[src/rtl/ps2_scan_rx.sv]
// rtl/ps2_scan_rx.sv - PS/2 keyboard receiver: line conditioning, deframing, break/extended stripping.
// Holds the latest plain make code for the seven-segment decoder's value/en inputs.
module ps2_scan_rx #(
  parameter int FILTER_LEN = 8,
  parameter int TIMEOUT    = 50000
) (
  input  logic       clk,
  input  logic       rst_n,
  input  logic       ps2_clk,
  input  logic       ps2_data,
  output logic [7:0] scan_code,
  output logic       code_valid,
  output logic       code_strobe,
  output logic       frame_err
);

  localparam int FW = $clog2(FILTER_LEN + 1);
  localparam int TW = $clog2(TIMEOUT + 1);

  localparam logic [1:0] S_IDLE   = 2'd0;
  localparam logic [1:0] S_DATA   = 2'd1;
  localparam logic [1:0] S_PARITY = 2'd2;
  localparam logic [1:0] S_STOP   = 2'd3;

  logic          clk_s1_q, clk_s1_d, clk_s2_q, clk_s2_d;
  logic          dat_s1_q, dat_s1_d, dat_s2_q, dat_s2_d;
  logic          filt_q, filt_d;
  logic [FW-1:0] fcnt_q, fcnt_d;
  logic [1:0]    state_q, state_d;
  logic [2:0]    bcnt_q, bcnt_d;
  logic [7:0]    shift_q, shift_d;
  logic          par_q, par_d;
  logic [TW-1:0] to_cnt_q, to_cnt_d;
  logic [7:0]    byte_q, byte_d;
  logic          byte_vld_q, byte_vld_d;
  logic          brk_q, brk_d;
  logic          ext_q, ext_d;
  logic [7:0]    scan_q, scan_d;
  logic          valid_q, valid_d;
  logic          strobe_q, strobe_d;
  logic          err_q, err_d;
  logic          fall;

  always_comb begin
    clk_s1_d   = ps2_clk;
    clk_s2_d   = clk_s1_q;
    dat_s1_d   = ps2_data;
    dat_s2_d   = dat_s1_q;
    filt_d     = filt_q;
    fcnt_d     = fcnt_q;
    state_d    = state_q;
    bcnt_d     = bcnt_q;
    shift_d    = shift_q;
    par_d      = par_q;
    to_cnt_d   = to_cnt_q;
    byte_d     = byte_q;
    byte_vld_d = 1'b0;
    brk_d      = brk_q;
    ext_d      = ext_q;
    scan_d     = scan_q;
    valid_d    = valid_q;
    strobe_d   = 1'b0;
    err_d      = 1'b0;

    // The filtered level only follows after FILTER_LEN consecutive disagreeing samples.
    if (clk_s2_q == filt_q) begin
      fcnt_d = '0;
    end else if (fcnt_q == FW'(FILTER_LEN - 1)) begin
      filt_d = clk_s2_q;
      fcnt_d = '0;
    end else begin
      fcnt_d = fcnt_q + 1'b1;
    end
    fall = filt_q & ~filt_d;

    if (state_q == S_IDLE || fall) to_cnt_d = '0;
    else                           to_cnt_d = to_cnt_q + 1'b1;

    if (fall) begin
      case (state_q)
        S_IDLE: begin
          if (!dat_s2_q) begin
            state_d = S_DATA;
            bcnt_d  = 3'd0;
          end else begin
            err_d = 1'b1;
          end
        end
        S_DATA: begin
          shift_d = {dat_s2_q, shift_q[7:1]};
          bcnt_d  = bcnt_q + 3'd1;
          if (bcnt_q == 3'd7) state_d = S_PARITY;
        end
        S_PARITY: begin
          par_d   = dat_s2_q;
          state_d = S_STOP;
        end
        default: begin
          state_d = S_IDLE;
          if (dat_s2_q && (^{shift_q, par_q})) begin
            byte_d     = shift_q;
            byte_vld_d = 1'b1;
          end else begin
            err_d = 1'b1;
          end
        end
      endcase
    end else if (state_q != S_IDLE && to_cnt_q >= TW'(TIMEOUT - 1)) begin
      state_d = S_IDLE;
      shift_d = '0;
      err_d   = 1'b1;
    end

    // Prefix bytes arm a flag; the byte that follows a prefix is swallowed.
    if (byte_vld_q) begin
      if (byte_q == 8'hF0) begin
        brk_d = 1'b1;
      end else if (byte_q == 8'hE0) begin
        ext_d = 1'b1;
      end else if (brk_q || ext_q) begin
        brk_d = 1'b0;
        ext_d = 1'b0;
      end else begin
        scan_d   = byte_q;
        valid_d  = 1'b1;
        strobe_d = 1'b1;
      end
    end
  end

  always_ff @(posedge clk or negedge rst_n) begin
    if (!rst_n) begin
      clk_s1_q   <= 1'b1;
      clk_s2_q   <= 1'b1;
      dat_s1_q   <= 1'b1;
      dat_s2_q   <= 1'b1;
      filt_q     <= 1'b1;
      fcnt_q     <= '0;
      state_q    <= S_IDLE;
      bcnt_q     <= 3'd0;
      shift_q    <= 8'h00;
      par_q      <= 1'b0;
      to_cnt_q   <= '0;
      byte_q     <= 8'h00;
      byte_vld_q <= 1'b0;
      brk_q      <= 1'b0;
      ext_q      <= 1'b0;
      scan_q     <= 8'h00;
      valid_q    <= 1'b0;
      strobe_q   <= 1'b0;
      err_q      <= 1'b0;
    end else begin
      clk_s1_q   <= clk_s1_d;
      clk_s2_q   <= clk_s2_d;
      dat_s1_q   <= dat_s1_d;
      dat_s2_q   <= dat_s2_d;
      filt_q     <= filt_d;
      fcnt_q     <= fcnt_d;
      state_q    <= state_d;
      bcnt_q     <= bcnt_d;
      shift_q    <= shift_d;
      par_q      <= par_d;
      to_cnt_q   <= to_cnt_d;
      byte_q     <= byte_d;
      byte_vld_q <= byte_vld_d;
      brk_q      <= brk_d;
      ext_q      <= ext_d;
      scan_q     <= scan_d;
      valid_q    <= valid_d;
      strobe_q   <= strobe_d;
      err_q      <= err_d;
    end
  end

  assign scan_code   = scan_q;
  assign code_valid  = valid_q;
  assign code_strobe = strobe_q;
  assign frame_err   = err_q;

endmodule

[config.mk]
export PLATFORM = sky130hd
export DESIGN_NAME = ps2_scan_rx
export DESIGN_NICKNAME = d
export VERILOG_FILES = /design/src/rtl/ps2_scan_rx.sv
export SDC_FILE = /design/constraint.sdc
export NUM_CORES = 1
export LEC_CHECK = 0
export ABC_AREA = 1
export BUFFER_PORTS_ARGS = -buffer_cell sky130_fd_sc_hd__clkbuf_2
export CORE_MARGIN = 1
export CORE_UTILIZATION = 40
export CTS_CLUSTER_DIAMETER = 60
export DETAILED_ROUTE_END_ITERATION = 6
export PLACE_DENSITY = 0.62
export SLEW_MARGIN = 30
export SYNTH_ARGS = -nofsm -noshare
export SYNTH_HDL_FRONTEND = slang
export SYNTH_SLANG_ARGS = --single-unit
export TNS_END_PERCENT = 1
[constraint.sdc]
create_clock -name clk -period 1.55 [get_ports clk]
set_clock_uncertainty 0.15 [all_clocks]
set_input_delay 0.0775 -clock clk [delete_from_list [all_inputs] [get_ports clk]]
set_output_delay 0.0775 -clock clk [all_outputs]
set_load 0.005 [all_outputs]
== Word level (Yosys, flattened, before mapping) ==
Index checks and enable logic that the tools add are counted.

* Add/sub/neg operators: 3
* Magnitude comparators: 1
* Equal/unequal tests: 12
* Muxes and demuxes: 31
* Bitwise gates (word level): 6
* Reduce and logical (&&, ||, !) cells: 21

{| class="wikitable"
|+ Operators with widths
! operator !! count
|-
| $mux W8 || 3
|-
| $mux W1 || 17
|-
| $add A16 B1 Y16 const B || 1
|-
| $eq A8 B8 Y1 const B || 2
|-
| $ge A16 B16 Y1 const B || 1
|-
| $mux W16 || 1
|-
| $reduce_and A3 Y1 || 5
|-
| $reduce_bool A2 Y1 || 5
|-
| $reduce_xor A9 Y1 || 1
|-
| $mux W2 || 4
|-
| $mux W4 || 2
|-
| $ne A3 B3 Y1 const B || 2
|-
| $pmux W2 S3 || 1
|-
| $pmux W3 S2 || 1
|-
| $not A1 Y1 || 5
|-
| $add A4 B1 Y4 const B || 1
|-
| $eq A4 B3 Y1 const B || 1
|-
| $ne A2 B2 Y1 const B || 2
|-
| $reduce_and A2 Y1 || 2
|-
| $reduce_and A4 Y1 || 1
|-
| $add A3 B1 Y3 const B || 1
|-
| $eq A3 B3 Y1 const B || 1
|-
| $mux W3 || 1
|-
| $reduce_or A3 Y1 || 1
|-
| other kinds (10) || 12
|}

* Flip-flop bits (word level): 61
* Input port bits: 4
* Output and inout port bits: 11
* Word-level logic and storage cells: 93

== Depth between registers and ports, before layout ==
Gate-level depths: netlist of run 1.

* Depth after elaboration: 7
* Gate-level depth with buffers: 12
* Gate-level depth less buffers: 12

== Worst setup path before layout of run 1 ==
Ideal clock, no wire load.

* Path type: reg-to-reg
* Start point: reg fcnt_q[0]
* End point: reg shift_q[1]
* Library setup time: 122 ps
* Data arrival time: 1333 ps
* Required time: 1278 ps
* Path slack: -54 ps
* Stages on the path, launching flop included: 10
* Buffers on the path: 0
* Clock period less this slack: 1604 ps
* Cell sequence: dfrtp_1 -> ha_1 -> nand2_1 -> nor2_4 -> nand2_4 -> nand2_4 -> nor2_1 -> nand2_4 -> nand2_2 -> o21ai_1

* Longest elaborated chain between the ends: 7
* Elaborated cells on any way between the ends: 9
* Those cells by class: eq/ne: 2; mux: 3; bitwise: 2; reduce/logical: 2

{| class="wikitable"
|+ RTL lines
! what !! RTL line !! text
|-
| start, declared || 28 || <nowiki>logic [FW-1:0] fcnt_q, fcnt_d;</nowiki>
|-
| start signal, assigned || 158 || <nowiki>fcnt_q <= fcnt_d;</nowiki>
|-
| $eq A4 B3 Y1 (*) || 68 || <nowiki>end else if (fcnt_q == FW'(FILTER_LEN - 1)) begin</nowiki>
|-
| $mux W1 (*) || 68 ||
|-
| $mux W1 (*) || 66 || <nowiki>if (clk_s2_q == filt_q) begin</nowiki>
|-
| $not A1 Y1 (*) || 74 || <nowiki>fall = filt_q & ~filt_d;</nowiki>
|-
| $and A1 B1 Y1 (*) || 74 ||
|-
| $ne A2 B1 Y1 (no source line) or $reduce_bool A2 Y1 (tied branches) || -- ||
|-
| $reduce_and A2 Y1 (no source line) || -- ||
|-
| end signal, assigned || 161 || <nowiki>shift_q <= shift_d;</nowiki>
|-
| end, declared || 31 || <nowiki>logic [7:0] shift_q, shift_d;</nowiki>
|}

Mark *: on every way between the ends. The rest lies on a longest branch, timed or not.
A chain may end at the register's enable or synchronous reset.

== Final worst setup path of run 1 ==
* Start point: reg fcnt_q[0]
* End point: reg shift_q[3]

Same word-level chain as after synthesis.

==> results of run 1 <==
==> logic make-up (layout without fill, tap and decap cells) <==
logic type | Yosys count | after routing
DFF | 61 | 61
AOI/OAI and AO/OA | 39 | 39
and+or+nand+nor | 176 | 180
adders and majority gates | 9 | 9
buffers and inverters | 48 | 117
xor gates and xnor gates | 5 | 5
==> repair_timing <==
item / 4_1_cts / 5_1_grt
setup buffers: 4 / 5
pin swaps: 10 / 10
gates cloned: 3 / 1
gates resized for setup: 12 / 39
hold buffers: 3 / 0
endpoints found under the setup margin: 31 / 48
endpoints found under the hold margin: 63 / 0
==> critical path, stage by stage, from the launching register on <==
cell	delay [ps]
dfrtp_1	350
ha_2	190
nand2_2	70
nor2_4	120
nand2_4	100
buf_4	150
nor2_4	150
inv_4	80
nand2_2	100
o21ai_1	70
==> stage by stage <==
stage / TNS, ps / util, % / instances / hold WS (ps) / cell area (um^2)
after CTS: -1830 / 53.7 / 501 / 147 / 3710
final: -1510 / 56.2 / 507 / 137 / 3880
after floorplan: 0 / - / 338 / -368 / 2930
after global routing: -5760 / 56.2 / 507 / 174 / 3880
after detailed placement: -2540 / 48.2 / 475 / -31.5 / 3330
after global placement: -1050 / 48.2 / 475 / -32.2 / 3330
==> sequential cells by signal (all words and copies together) (netlist names) <==
name	cells
state_q	2
dat_s2_q	1
clk_s2_q	1
fcnt_q	4
par_q	1
shift_q	8
byte_vld_q	1
dat_s1_q	1
bcnt_q	3
brk_q	1
code_valid	1
scan_code	8
frame_err	1
ext_q	1
code_strobe	1
filt_q	1
byte_q	8
clk_s1_q	1
to_cnt_q	16
==> per-layer routing <==
layer | track usage [%] | part of all wire, %
met1 | 21.9 | 47
met2 | 28.3 | 48
met3 | 3.70 | 2.8
met4 | 8.20 | 2.0
met5 | 0 | 0
==> placed cells by master, fill, tap and decap left out, types with 5 or more instances in the layout <==
master    netlist  final
inv_2           1      5
ha_1            9      7
inv_1          45     39
nor3_2          1      5
dfrtp_1        56     56
nor2_1         27     21
a21oi_1         9      9
clkbuf_2        0     14
buf_4           0     34
o21ai_1         4      8
nor2_4          3      6
o21ai_0        19     13
nand2_4         6      6
nor2_2          1      5
nand2_1        94     87
clkbuf_8        0     11
dfstp_2         5      5
nand3_1        25     21
nand2_2         3     12
==> worst max-delay path by stage <==
stage / start / endpoint / slack (ps)
floorplan: filt_q / byte_q[5] / 1
global placement: filt_q / byte_q[4] / -80
detailed placement: fcnt_q[0] / to_cnt_q[7] / -150
CTS: fcnt_q[1] / byte_q[6] / -100
global route: fcnt_q[0] / shift_q[3] / -210
finish: fcnt_q[0] / shift_q[3] / -100
==> area by class of cell <==
cell class | instances | area, um^2 | area share, %
clock buffers | 12 | 155 | 4.00
flip-flops and latches | 61 | 1530 | 39.5
repair buffers | 54 | 398 | 10.2
inverters | 47 | 188 | 4.83
well taps | 96 | 120 | 3.09
multi-input cells | 233 | 1390 | 35.9
clock inverters | 4 | 95.1 | 2.45
==> power groups by stage <==
stage | combinational, mW | clock [mW] | sequential [mW]
floorplan | 0.0887 | 0 | 1.70
global placement | 0.181 | 0 | 1.70
global route | 0.246 | 1.87 | 1.68
finish | 0.220 | 1.74 | 1.68
CTS | 0.211 | 1.80 | 1.68
detailed placement | 0.188 | 0 | 1.71
==> results.md, run 1 <==
* Failing checks: setup timing
* Worst-path fanout max at 8
* CTS tree: done
* Max-slew violation count at 0
* Net switching power at 0.737 mW
* Seq/Total Area, Yosys at 52.5%
* Synth Cell Area at 2920 um^2
* Status: finished, violations left
* Seq pwr share at 46.1%
* Final period util at 107%
* Proportion of power drawn by the clock network at 47.9%
* Root buf cell: clkbuf_8
* Cts bufs inserted at 9
* Pre-Repair DR Iteration Count at 4
* Antenna violations before repair at 0
* CP Data Required Time at 1620 ps
* First-pass GRT wire length at 10100 um
* PD cells at 939 nW/um^2
* DR WL/cell at 11.5 um
* Post-DRT Antenna Nets at 0
* Std cell rows at 30
* Synth Area in Compound Gates at 7.37%
* Core area at 6910 um^2
* Worst R2R Start: fcnt_q[0]
* Mapped Nets at 351
* Hpwl dp at 3880 um
* Hold WC Path Type: in -> async
* F_max at 0.605 GHz
* # setup viols final at 30
* Initial Util at 42.3%
* Drt drc at 0
* Number of port buffers at 14
* Nets at 419
* Avg Cell Area, Syn at 8.64 um^2
* Cell variety after synth at 33
* Die Ht at 87.4 um
* GP Congestion at 0.782
* Worst Setup Slack post-DPL at -146 ps
* Number of synthesized register bits at 61
* Post-Synth XOR/XNOR Area at 1.50%
* Total gr overflow at 0
* Worst Max-Slew Pin Slew at 424 ps
* CTS H-tree lvls at 3
* Die area at 7640 um^2
* Clock tree buffer depth at 2
* Worst VDD drop at 0.000383 V
* Ys Warns at 0
* Unrepaired setup endpoints after global routing: yes
* 1st-iter DRT viols at 52
* Area share of the largest cell type after synthesis at 48.0%
* # diodes at 0
* Vias/cell at 4.74
* Post-synth top cells: nand2_1, dfrtp_1, inv_1, nor2_1, nand3_1
* Worst R2R End: shift_q[3]
* Syn Inst Count at 338
* Reg-to-reg slack, setup at -100 ps
* Number of synthesized flops with an enable pin at 0
* Top Ports at 15
* Synth Area in Simple Gates at 28.3%
* Post-route setup slack at -102 ps
* Mux share of post-synthesis cell area at 0%
* Sw Share at 20.2%
* Adder-cell share of the synthesized area at 3.86%
* Slew margin rel. at 71.5%
* Top-count cell post-synth: nand2_1
* CP Class: reg -> reg
* Leakage at 1.96 nW
* Area growth, synth to finish at 33.0%
* Total power draw at 3.65 mW
* Largest net degree at the start of global routing at 62
* Main synth FF type: dfrtp_1
* Sink Count at 61
* Share of layout cells above drive strength 1 at 31.4%
* DRT Wirelength at 5830 um
* Routed via count at 2405
* Worst Setup Start Kind: flop
* Fraction of registers with async set/reset at 100%
* R2r worst-path depth at 9
* Critical path endpoint category: flop
* Filler Cells Inserted at 635
* Final Hold Fails at 0
* Gr usage total at 17.3%
* Crit path time final at 1650 ps
* Clk_lat worst skew at 330 ps
* WP data arrival at 1720 ps
* Combinational group share of total power at 6.0%
* Top post-synthesis cells by area: dfrtp_1, nand2_1, inv_1, dfstp_2, nand3_1
* Clk slew on worst S/H paths at 70 ps
* Max-Cap Viols at 0
* Internal power at 2.91 mW
* Largest family of logic cells by synthesized area: simple AND/OR/NAND/NOR gates
* Die width at 87.4 um
* Vias in the first global route at 2299
* Leading area contributor after synthesis: dfrtp_1
No activity file was read; power rests on OpenSTA's default activity.
==> inputs of run 2 (changes only) <==
- CORE_ASPECT_RATIO: not set -> 1.25
- MAX_ROUTING_LAYER: not set -> met4
==> run 2 against run 1 <==
Net effect: the flow still finishes with violations (setup timing); final cell count shrank 1.4%; design area shrank 2.7%; critical path depth shrank 1; die area is essentially flat; first-iteration DRC count grew 98%; critical endpoint is now to_cnt_q[12]; fmax grew 3.0%; global-route usage shrank 0.36 points; clock-buffer cell count is the same.
==> results.md, run 2 (synthesized netlist as in run 1, its figures left out) <==
* Drt drc at 0 (unchanged)
* Worst R2R Start: fcnt_q[1]
* Routed via count at 2337 (-2.8%)
* Antenna violations before repair at 0 (unchanged)
* Hold WC Path Type: in -> async
* Total power draw at 3.59 mW (-1.5%)
* Max-slew violation count at 0 (unchanged)
* Filler Cells Inserted at 639 (+0.63%)
* Slew margin rel. at 67.6% (-3.9 points)
* Commonest non-fill, non-tap cell in the layout: nand2_1
* Largest register by flop count: to_cnt_q
* Cts bufs inserted at 9 (unchanged)
* F_max at 0.624 GHz (+3.0%)
* Slowest-stage cell, CP: dfrtp_1
* Sink Count at 61 (unchanged)
* Largest net degree at the start of global routing at 32 (-48%)
* Worst Max-Slew Pin Slew at 486 ps (+61.9 ps)
* DRT Wirelength at 5580 um (-4.3%)
* Crit path to: to_cnt_q[12]
* Die Ht at 97.5 um (+12%)
* Die area at 7650 um^2 (about the same)
* # diodes at 0 (unchanged)
* Worst path most repeated cell: nand2_4
* Status: finished, violations left
* Reg-to-reg slack, setup at -50 ps (+50 ps)
* Post-DRT Antenna Nets at 0 (unchanged)
* Root buf cell: clkbuf_8
* DR WL/cell at 11.2 um (-2.9%)
* Area growth, synth to finish at 29.4%
* Final Hold Fails at 0 (unchanged)
* 1st-iter DRT viols at 103 (+98%)
* Worst R2R End: to_cnt_q[12]
* CP Data Required Time at 1610 ps (about the same)
* CP startpoint: fcnt_q[1]
* Failing checks: setup timing
* Final period util at 103% (-3.1 points)
* Total gr overflow at 0 (unchanged)
* # setup viols final at 26 (-13%)
* Critical path endpoint category: flop
* Number of flip-flops in the largest register at 16 (unchanged)
* Clk slew on worst S/H paths at 70 ps (about the same)
* PD cells at 951 nW/um^2 (+1.2%)
* Vias in the first global route at 2272 (-1.2%)
* Die width at 78.4 um (-10%)
* Vias/cell at 4.67 (-1.5%)
* Nets at 418 (-0.24%)
* Std cell rows at 34 (+13%)
* Non-Filler Instances at 500 (-1.4%)
* Placed cell count at 470 (-1.1%)
* Gr usage total at 17.0% (-0.36 points)
* Commonest cells after routing, fill and taps aside: nand2_1, dfrtp_1, inv_1, buf_4, nor2_1
* CTS tree: done
* Clock tree buffer depth at 2 (unchanged)
* Share of layout cells above drive strength 1 at 28.8% (-2.6 points)
* Worst Setup Slack post-DPL at -124 ps (+21.9 ps)
* Hpwl dp at 3920 um (+0.91%)
* First-pass GRT wire length at 9880 um (-2.5%)
* Slowest cell delay on critical path at 350 ps (about the same)
* WP data arrival at 1670 ps (-50 ps)
* Worst Setup Start Kind: flop
* CP Class: reg -> reg
* CTS H-tree lvls at 3 (unchanged)
* GP Congestion at 0.845 (+8.1%)
* R2r worst-path depth at 8 (-1)
* Clk_lat worst skew at 330 ps (about the same)
* Post-route setup slack at -53.5 ps (+48.4 ps)
* Unrepaired setup endpoints after global routing: yes
* Leakage at 1.94 nW (-1.0%)
* Pre-Repair DR Iteration Count at 4 (unchanged)
* Top Ports at 15 (unchanged)
* Max-Cap Viols at 0 (unchanged)
* Number of port buffers at 14 (unchanged)
* Worst-path fanout max at 6 (-2)
* Worst VDD drop at 0.000483 V (+26%)
* Worst path cell trace: ha_2, nand2_2, nor2_4, nand2_4, nand2_4, clkinvlp_2, nand2_1, a21oi_2
* Initial Util at 41.6% (-0.68 points)
* Crit path time final at 1600 ps (-48.4 ps)
* Core area at 7020 um^2 (+1.6%)
[run 2: cell count changes in the layout (fill, tap and decap cells not counted), sizes merged]
| cell | before | now |
|---|---|---|
| clkinvlp | 1 | 2 |
| nor2 | 33 | 32 |
| nand2 | 106 | 105 |
[run 2: area by class of cell]
| class | instances | area, um^2 | area share (%) |
|---|---|---|---|
| clock buffer | 12 | 145 | 3.84 |
| tap | 90 | 113 | 2.98 |
| inverter | 47 | 188 | 4.97 |
| multi-input combinational | 231 | 1280 | 34.0 |
| clock inverter | 4 | 95.1 | 2.52 |
| sequential | 61 | 1530 | 40.6 |
| timing repair buffer | 54 | 414 | 11.0 |
| timing repair inverter | 1 | 5.00 | 0.133 |
[run 2: worst min-delay path by stage]
stage                  end  start  slack, ps
4_1_cts        to_cnt_q[8]  rst_n         90
2_1_floorplan    bcnt_q[0]  rst_n       -370
3_3_place_gp   to_cnt_q[8]  rst_n        -90
3_5_place_dp   to_cnt_q[4]  rst_n        -80
5_1_grt        to_cnt_q[8]  rst_n        120
6_report       to_cnt_q[4]  rst_n         80
[run 2: metrics by stage]
stage                     util (%)  hold WS (ps)  cell area (um^2)  TNS (ps)
after floorplan                  -          -368              2930         0
after global placement        47.6         -93.1              3340     -1020
after detailed placement      47.6         -81.7              3340     -2010
after CTS                     52.3          86.3              3670     -1040
after global routing          53.8           124              3780     -4040
final                         53.8          76.3              3780      -801
[run 2: power breakdown]
| group | total, mW | leakage (nW) | internal, mW | switching (mW) |
|---|---|---|---|---|
| clock network | 1.70 | 0.121 | 1.11 | 0.592 |
| registers | 1.68 | 0.833 | 1.65 | 0.0286 |
| logic | 0.208 | 0.982 | 0.100 | 0.108 |
[run 2: repair_timing]
item,4_1_cts,5_1_grt
pin swaps,7,11
hold endpoints to repair,61,0
setup endpoints to repair,32,48
hold buffers,3,0
gates resized for setup,11,24
cloned,1,2
buffers inserted,3,5
[run 2: worst max-delay path: cells and delay by family (launching register included)]
kind / cells / cell delay, ps
compound gates: 1 / 40
fa+ha+maj: 1 / 190
buf+inv: 1 / 220
simple gates: 5 / 540
flops: 1 / 350
[run 2: routing by layer]
layer,global-route usage [%],vias up,part of all wire (%)
li1,-,1216,-
met1,19.9,1080,47
met2,27.7,32,48
met3,3.94,9,3.0
met4,7.26,0,1.6
met5,-,-,0
==> inputs of run 3 (changes only) <==
- PLACE_DENSITY: 0.62 -> 0.6
- clock period: 1.55 -> 1.9 ns (I/O delays scaled with it)
==> run 3 against run 2 <==
Net effect: the flow now finishes without violations; highest routed layer unchanged; critical endpoint is now to_cnt_q[14]; sequential cell count is the same; hold slack improved by 50 ps; combinational power is 43% lower; largest cell class unchanged; design area is 9.4% lower; fmax fell by 7.4%; routed wire length shrank 7.9%; critical path depth unchanged; setup slack improved by 220 ps.
==> results.md, run 3 (synthesized netlist as in run 1, its figures left out) <==
* Nets at 381 (-8.9%)
* Worst Max-Slew Pin Slew at 390 ps (-95.3 ps)
* Clk_lat worst skew at 340 ps (about the same)
* CTS tree: done
* Root buf cell: clkbuf_8
* DR WL/cell at 11.1 um (-0.49%)
* Core area at 7020 um^2 (unchanged)
* # diodes at 0 (unchanged)
* Final period util at 91.2% (-12 points)
* Top Ports at 15 (unchanged)
* Final Hold Fails at 0 (unchanged)
* CP Class: reg -> reg
* Die width at 78.4 um (unchanged)
* Routed via count at 2154 (-7.8%)
* Unrepaired setup endpoints after global routing: yes
* Commonest non-fill, non-tap cell in the layout: nand2_1
* Sink Count at 61 (unchanged)
* GP Congestion at 0.797 (-5.7%)
* Clk slew on worst S/H paths at 70 ps (about the same)
* R2r worst-path depth at 8 (unchanged)
* Vias in the first global route at 2157 (-5.1%)
* Share of layout cells above drive strength 1 at 15.8% (-13 points)
* Worst VDD drop at 0.000358 V (-26%)
* Cts bufs inserted at 9 (unchanged)
* Area growth, synth to finish at 17.2%
* Slew margin rel. at 73.9% (+6.3 points)
* Die Ht at 97.5 um (unchanged)
* Clock tree buffer depth at 2 (unchanged)
* Vias/cell at 4.65 (-0.46%)
* Leakage at 1.76 nW (-9.2%)
* Antenna violations before repair at 0 (unchanged)
* Hpwl dp at 3660 um (-6.7%)
* # setup viols final at 0 (-100%)
* Max-Cap Viols at 0 (unchanged)
* Gr usage total at 16.0% (-0.99 points)
* Largest net degree at the start of global routing at 62 (+94%)
* Critical path endpoint category: flop
* Hold WC Path Type: in -> async
* DRT Wirelength at 5140 um (-7.9%)
* Total gr overflow at 0 (unchanged)
* Worst Setup Start Kind: flop
* Placed cell count at 444 (-5.5%)
* Max-slew violation count at 0 (unchanged)
* Post-DRT Antenna Nets at 0 (unchanged)
* CTS H-tree lvls at 3 (unchanged)
* Std cell rows at 34 (unchanged)
* Largest register by flop count: to_cnt_q
* Die area at 7650 um^2 (unchanged)
* Worst-path fanout max at 5 (-1)
* Drt drc at 0 (unchanged)
* WP data arrival at 1810 ps (+140 ps)
* PD cells at 868 nW/um^2 (-8.7%)
* Initial Util at 41.6% (unchanged)
* F_max at 0.577 GHz (-7.4%)
* First-pass GRT wire length at 9250 um (-6.4%)
* CP Data Required Time at 1980 ps (+370 ps)
* Non-Filler Instances at 463 (-7.4%)
* Crit path time final at 1730 ps (+128 ps)
* Commonest cells after routing, fill and taps aside: nand2_1, dfrtp_1, inv_1, nor2_1, nand3_1
* Pre-Repair DR Iteration Count at 4 (unchanged)
* Hold WS at 127 ps (+50.3 ps)
* Number of flip-flops in the largest register at 16 (unchanged)
* Number of port buffers at 14 (unchanged)
* 1st-iter DRT viols at 84 (-18%)
* Status: finished, final reports clean
## run 3: cell count changes in the layout (fill, tap and decap cells not counted), moves of 5 or more
cell / previous run / this run
o21ai_1: 9 / 4
nand2_2: 10 / 3
inv_1: 39 / 44
nand2_1: 88 / 94
buf_4: 32 / 2
o21ai_0: 14 / 19
## run 3: layout make-up
type | instances | area (um^2)
clock buffer | 13 | 169
tap | 90 | 113
inverter | 47 | 181
sequential | 61 | 1530
timing repair buffer | 20 | 135
fill | 657 | 3600
multi-input combinational | 229 | 1200
clock inverter | 3 | 90.1
## run 3: critical path, stage by stage, from the launching register on
cell     delay, ps
dfrtp_1        370
ha_1           190
nand3_1        180
nor3_2         180
nand2_1        120
inv_1          110
nand3_1         90
o21ai_0        180
nor2_1          60
## run 3: final timing paths
kind / endpoint / slack (ps) / startpoint
max in group asynchronous: clk_s2_q / 1120 / rst_n
min reg2reg: dat_s2_q / 200 / dat_s1_q
min in group clk: dat_s2_q / 200 / dat_s1_q
max: to_cnt_q[14] / 170 / to_cnt_q[0]
min: to_cnt_q[6] / 130 / rst_n
max reg2reg: to_cnt_q[14] / 170 / to_cnt_q[0]
## run 3: timing repair
action                                  CTS  global route
endpoints found under the setup margin    0             5
gates resized for setup                   0             2
hold endpoints to repair                 63             0
setup buffers                             0             0
hold buffers                              3             0
## run 3: stage by stage
step	setup WS (ps)	area, um^2	total power, mW	utilization, %	setup TNS (ps)
floorplan	296	2920	1.46	-	0
global placement	141	3130	1.51	44.5	0
detailed placement	138	3130	1.51	44.5	0
CTS	123	3410	3.01	48.6	0
global route	-28.8	3420	3.08	48.7	-28.8
finish	168	3420	2.97	48.7	0
## run 3: routing by layer
layer | track usage [%] | share of wire (%) | vias up
li1 | - | - | 1131
met1 | 18.0 | 45 | 978
met2 | 26.1 | 49 | 33
met3 | 3.29 | 3.1 | 12
met4 | 9.12 | 2.6 | 0
met5 | - | 0 | -
## run 3: power breakdown
| group | switching, mW | internal, mW |
|---|---|---|
| sequential | 0.0254 | 1.35 |
| clock | 0.499 | 0.980 |
| combinational | 0.0707 | 0.0477 |
